**src/rtl/seq_alu_mc.sv**
```systemverilog
// rtl/seq_alu_mc.sv - clocked ALU with start/done handshake, shift-add multiply and restoring divide
// Single-cycle ops complete straight into DONE; mul/div iterate N times over {acc_hi, acc_lo}.
module seq_alu_mc #(
  parameter int N  = 8,
  parameter int SW = $clog2(N)
) (
  input  logic         clk,
  input  logic         reset,
  input  logic         start,
  input  logic [3:0]   op,
  input  logic [N-1:0] A,
  input  logic [N-1:0] B,
  output logic         busy,
  output logic         done,
  output logic [N-1:0] result,
  output logic [N-1:0] result_hi,
  output logic         carry,
  output logic         zero,
  output logic         negative,
  output logic         overflow,
  output logic         err
);

  localparam int CW = $clog2(N);

  typedef enum logic [1:0] {
    S_IDLE,
    S_MUL,
    S_DIV,
    S_DONE
  } state_t;

  state_t        state;
  logic [CW-1:0] cnt;
  logic [3:0]    op_q;
  logic [N-1:0]  a_q;
  logic [N-1:0]  b_q;
  logic [N-1:0]  acc_hi;
  logic [N-1:0]  acc_lo;

  logic [SW-1:0] k;
  logic          shamt_ok;
  logic [N:0]    add_w;
  logic [N:0]    sub_w;
  logic [N:0]    shl_w;
  logic [N:0]    shr_w;
  logic [N-1:0]  sc_res;
  logic          sc_c;
  logic          sc_v;
  logic          sc_err;

  logic [N:0]    msum;
  logic [2*N-1:0] mcat;
  logic [N:0]    dshift;
  logic [N:0]    dsub;
  logic [N-1:0]  rem_n;
  logic [N-1:0]  quo_n;

  assign busy = (state != S_IDLE);

  // Single-cycle results are computed from the live inputs at the sampling edge.
  always_comb begin
    k        = B[SW-1:0];
    shamt_ok = ((B >> SW) == '0) && (int'(k) < N);
    add_w    = {1'b0, A} + {1'b0, B};
    sub_w    = {1'b0, A} - {1'b0, B};
    shl_w    = {1'b0, A} << k;
    shr_w    = {A, 1'b0} >> k;
    sc_res   = '0;
    sc_c     = 1'b0;
    sc_v     = 1'b0;
    sc_err   = 1'b0;
    case (op)
      4'd0: begin
        sc_res = add_w[N-1:0];
        sc_c   = add_w[N];
        sc_v   = (A[N-1] == B[N-1]) && (add_w[N-1] != A[N-1]);
      end
      4'd1: begin
        sc_res = sub_w[N-1:0];
        sc_c   = sub_w[N];
        sc_v   = (A[N-1] != B[N-1]) && (sub_w[N-1] != A[N-1]);
      end
      4'd2: sc_res = '0;
      4'd3: begin
        sc_res = '1;
        sc_err = 1'b1;
      end
      4'd4: begin
        sc_res = A;
        sc_err = 1'b1;
      end
      4'd5: sc_res = A & B;
      4'd6: sc_res = A | B;
      4'd7: sc_res = A ^ B;
      4'd8: begin
        if (shamt_ok) begin
          sc_res = shl_w[N-1:0];
          sc_c   = shl_w[N];
        end
      end
      4'd9: begin
        if (shamt_ok) begin
          sc_res = shr_w[N:1];
          sc_c   = shr_w[0];
        end
      end
      default: sc_err = 1'b1;
    endcase
  end

  // One iteration of each multi-cycle algorithm; the FSM applies it once per clock.
  always_comb begin
    msum   = {1'b0, acc_hi} + (acc_lo[0] ? {1'b0, a_q} : '0);
    mcat   = {msum, acc_lo[N-1:1]};
    dshift = {acc_hi, acc_lo[N-1]};
    dsub   = dshift - {1'b0, b_q};
    if (!dsub[N]) begin
      rem_n = dsub[N-1:0];
      quo_n = {acc_lo[N-2:0], 1'b1};
    end else begin
      rem_n = dshift[N-1:0];
      quo_n = {acc_lo[N-2:0], 1'b0};
    end
  end

  always_ff @(posedge clk or posedge reset) begin
    if (reset) begin
      state     <= S_IDLE;
      cnt       <= '0;
      op_q      <= '0;
      a_q       <= '0;
      b_q       <= '0;
      acc_hi    <= '0;
      acc_lo    <= '0;
      done      <= 1'b0;
      result    <= '0;
      result_hi <= '0;
      carry     <= 1'b0;
      zero      <= 1'b0;
      negative  <= 1'b0;
      overflow  <= 1'b0;
      err       <= 1'b0;
    end else begin
      done <= 1'b0;
      case (state)
        S_IDLE, S_DONE: begin
          if (state == S_DONE) state <= S_IDLE;
          if (start) begin
            op_q <= op;
            a_q  <= A;
            b_q  <= B;
            if (op == 4'd2 && B != '0) begin
              state  <= S_MUL;
              acc_hi <= '0;
              acc_lo <= B;
              cnt    <= CW'(N - 1);
            end else if ((op == 4'd3 || op == 4'd4) && B != '0) begin
              state  <= S_DIV;
              acc_hi <= '0;
              acc_lo <= A;
              cnt    <= CW'(N - 1);
            end else begin
              state     <= S_DONE;
              done      <= 1'b1;
              result    <= sc_res;
              result_hi <= '0;
              carry     <= sc_c;
              zero      <= (sc_res == '0);
              negative  <= sc_res[N-1];
              overflow  <= sc_v;
              err       <= sc_err;
            end
          end
        end
        S_MUL: begin
          acc_hi <= mcat[2*N-1:N];
          acc_lo <= mcat[N-1:0];
          cnt    <= cnt - CW'(1);
          if (cnt == '0) begin
            state     <= S_DONE;
            done      <= 1'b1;
            result    <= mcat[N-1:0];
            result_hi <= mcat[2*N-1:N];
            carry     <= 1'b0;
            zero      <= (mcat == '0);
            negative  <= mcat[N-1];
            overflow  <= (mcat[2*N-1:N] != '0);
            err       <= 1'b0;
          end
        end
        S_DIV: begin
          acc_hi <= rem_n;
          acc_lo <= quo_n;
          cnt    <= cnt - CW'(1);
          if (cnt == '0) begin
            state     <= S_DONE;
            done      <= 1'b1;
            result    <= (op_q == 4'd3) ? quo_n : rem_n;
            result_hi <= '0;
            carry     <= 1'b0;
            zero      <= (((op_q == 4'd3) ? quo_n : rem_n) == '0);
            negative  <= (op_q == 4'd3) ? quo_n[N-1] : rem_n[N-1];
            overflow  <= 1'b0;
            err       <= 1'b0;
          end
        end
        default: state <= S_IDLE;
      endcase
    end
  end

endmodule

```
**config.mk**
```make
export PLATFORM = sky130hd
export DESIGN_NAME = seq_alu_mc
export DESIGN_NICKNAME = d
export VERILOG_FILES = /design/src/rtl/seq_alu_mc.sv
export SDC_FILE = /design/constraint.sdc
export NUM_CORES = 1
export LEC_CHECK = 0
export BUFFER_PORTS_ARGS = -buffer_cell sky130_fd_sc_hd__buf_2
export CAP_MARGIN = 20
export CORE_ASPECT_RATIO = 1.1
export CORE_MARGIN = 10
export CORE_UTILIZATION = 60
export DETAILED_ROUTE_END_ITERATION = 8
export GPL_TIMING_DRIVEN = 0
export PLACE_DENSITY = 0.8
export SLEW_MARGIN = 20
export SYNTH_ARGS = -nofsm -noshare
export SYNTH_HDL_FRONTEND = slang
export SYNTH_SLANG_ARGS = --single-unit
export TNS_END_PERCENT = 5
```
**constraint.sdc**
```tcl
create_clock -name clk -period 4.3 [get_ports clk]
set_input_delay 0.645 -clock clk [delete_from_list [all_inputs] [get_ports clk]]
set_output_delay 0.645 -clock clk [all_outputs]
set_load 0.02 [all_outputs]
```
==> impl_metrics.json <==
{
  "io_buffers": 44,
  "die_w_um": 115,
  "clock.fmax_ghz": 0.243,
  "grt_max_degree": 63,
  "pin_count": 46,
  "drc": 0,
  "r2r_end": "zero",
  "syn2layout_area_growth_pct": 9.25,
  "rsz0062_at_grt": "false",
  "worst_slew_pin_slew_ns": 0.983,
  "seq_area_um2": 1550,
  "power_frac_comb_pct": 66.0,
  "die_height_um": 124,
  "cts_made_buffers": 9,
  "finalHoldViolCount": 0,
  "drtPass1Iterations": 5,
  "cp-end-kind": "flop",
  "synth_edf_count": 0,
  "final_common_cell": "nand2_1",
  "worstHoldPathType": "in -> async",
  "routed_wl_um": 20200,
  "final_max_slew_viol_count": 0,
  "syn_nets": 820,
  "power_mw": 4.42,
  "num_vias": 6079,
  "slowest_delay_ns": 0.56,
  "cts_tree": "done",
  "setup_tns_ns": 0,
  "clkTransAtPathRegs_ns": 0.07,
  "regToRegSetupSlack_ns": 0.88,
  "gp_congestion": 1.02,
  "ir_worst_vdd_uv": 287,
  "nets": 875,
  "p_int_mw": 2.14,
  "h-tree-depth": 3,
  "path_cells": "buf_2 -> clkbuf_1 -> inv_1 -> ha_1 -> buf_2 -> or3_1 -> o221ai_1 -> o22a_1 -> xor2_1 -> nor2_1 -> a211oi_1 -> nand3_1 -> nor3b_1 -> o31a_1",
  "clockPowerShare_pct": 10.5,
  "grt_pass1_vias": 5875,
  "layout_min_cycle_time_ns": 4.12,
  "post_cts_resized": 0,
  "worst_path_max_delay_cell": "a211oi_1",
  "synthFlopType": "dfrtp_1",
  "worstPathRequired_ns": 4.61,
  "timing.slew.headroom_pct": 34.5,
  "post_cts.repair.setup_buffers": 0,
  "syn-cell-area_um2": 5940,
  "critPathLaunchType": "primary input",
  "status": "finished, final reports clean",
  "core-area_um2": 9750,
  "antenna_found_initial": 0,
  "row_count": 38,
  "dieArea_um2": 14300,
  "p_sw_share_pct": 51.6,
  "power_leakage_nw": 2.98,
  "start_util_pct": 60.9,
  "synthCells": 746,
  "drt_iter0_drc": 516,
  "grt_use_total_pct": 27.6,
  "r2r_start": "acc_lo[0]",
  "worstPathArrival_ns": 4.43,
  "powerDensity_nw_per_um2": 682,
  "layout_common_cells": "108 x nand2_1, 72 x o21ai_0, 62 x buf_2, 62 x dfrtp_1, 49 x a21oi_1",
  "postCtsHoldBufs": 0,
  "via_per_inst": 6.56,
  "power_frac_seq_pct": 23.5,
  "wl_per_cell_um": 21.8,
  "grt-ovfl-total": 0,
  "timing.final.crit_share_pct": 95.8,
  "multi_input_area_um2": 3970,
  "worstPathMaxFanout": 10,
  "yosysUniqueCellTypes": 76,
  "dpl_worst_slack_ns": 0.0574,
  "detail-route-antenna-nets": 0,
  "async_flop_share_pct": 100,
  "drv_cap": 0,
  "grt_pass1_wl_um": 31600,
  "synth.top_cell.area_share_pct": 26.1,
  "crit_type": "in -> reg",
  "drive_gt1_share_pct": 14.1,
  "fillers": 852,
  "skew_ns": 0.0113,
  "antenna_cells": 0,
  "rr_worst_depth": 14,
  "root_buffer": "clkbuf_8",
  "net-switching-power_mw": 2.28,
  "synth_top_area_cell": "dfrtp_1",
  "setup_ws_ns": 0.178,
  "hpwl_um": 16000,
  "yosysWarningCount": 0,
  "finalSetupViolCount": 0,
  "yosysSeqAreaShare_pct": 26.1,
  "clkSinkCount": 62,
  "avgSynthCellArea_um2": 7.96,
  "ys_top_cells_by_area": "dfrtp_1 26%, ha_1 9.9%, nand2_1 6.8%",
  "clk-insertion-delay-late_ns": 0.36,
  "cts_buffer_depth": 2,
  "crit_top_cell": "buf_2",
  "ys_seq_elements": 62
}
[critical path, delay by kind of cell]
family          cells  cell delay, ns
compound gates      4            1.30
fa+ha+maj           1            0.32
simple gates        4            1.02
buf+inv             4            0.97
xor+xnor            1            0.16
[synth_stat cells (14+ instances only)]
library cell / instances
ha_1: 47
a21oi_1: 49
inv_1: 46
nand2_1: 108
a21o_1: 16
nor2_1: 36
buf_2: 18
nand3_1: 25
dfrtp_1: 62
clkbuf_1: 26
nor3_1: 14
o31ai_1: 15
o21ai_0: 72
[how the worst max path moves through the flow]
stage	start	cells past startpoint	slack, ns	end
floorplan	A[3]	13	1.27	zero
global placement	A[3]	14	0.06	zero
detailed placement	A[3]	14	0.06	zero
CTS	A[3]	14	0.41	zero
global route	A[3]	14	0.16	zero
finish	A[3]	14	0.18	zero
[layer usage]
metal	global-route usage, %	vias to the layer above	share of wire [%]
met1	31.9	2846	38
met3	4.91	81	7.6
met5	0	-	0
li1	-	2824	-
met2	45.7	328	49
met4	17.2	0	6.0
[area by class of cell]
class	count	area share (%)
clock inverters	5	0.540
multi-input cells	587	61.2
clock buffers	11	2.18
inverters	47	2.76
flip-flops and latches	62	23.9
well taps	120	2.31
repair buffers	44	3.39
plain buffers	50	3.72
[registers in the layout, summed over array words and instances (netlist names)]
register / flops
overflow: 1
result: 8
acc_lo: 8
state: 2
result_hi: 8
a_q: 8
acc_hi: 8
cnt: 3
op_q: 4
err: 1
carry: 1
done: 1
zero: 1
b_q: 8
[power groups by stage]
stage / clock, mW / sequential [mW] / combinational (mW)
after floorplan: 0 / 1.09 / 2.01
after global placement: 0 / 1.03 / 2.80
after detailed placement: 0 / 1.04 / 2.86
after CTS: 0.463 / 1.03 / 2.88
after global routing: 0.491 / 1.06 / 3.20
final: 0.464 / 1.04 / 2.92
[kinds of logic after synthesis]
logic type                 after synthesis  share of synthesized area [%]
muxes                                   22                           5.06
xor gates and xnor gates                16                           2.36
AOI/OAI and AO/OA                      243                           27.2
buffers and inverters                   97                           7.04
DFF                                     62                           26.1
and+or+nand+nor                        255                           20.9
adders and majority gates               51                           11.2
[stage by stage]
step / util (%) / cells / area, um^2 / hold slack [ns]
2_1_floorplan: - / 746 / 5940 / 0.442
3_3_place_gp: 64.7 / 910 / 6310 / 0.460
3_5_place_dp: 64.8 / 910 / 6310 / 0.465
4_1_cts: 66.6 / 926 / 6490 / 0.447
5_1_grt: 66.6 / 926 / 6490 / 0.478
6_report: 66.6 / 926 / 6490 / 0.412
Note: power is estimated with default switching activity, not from simulation.
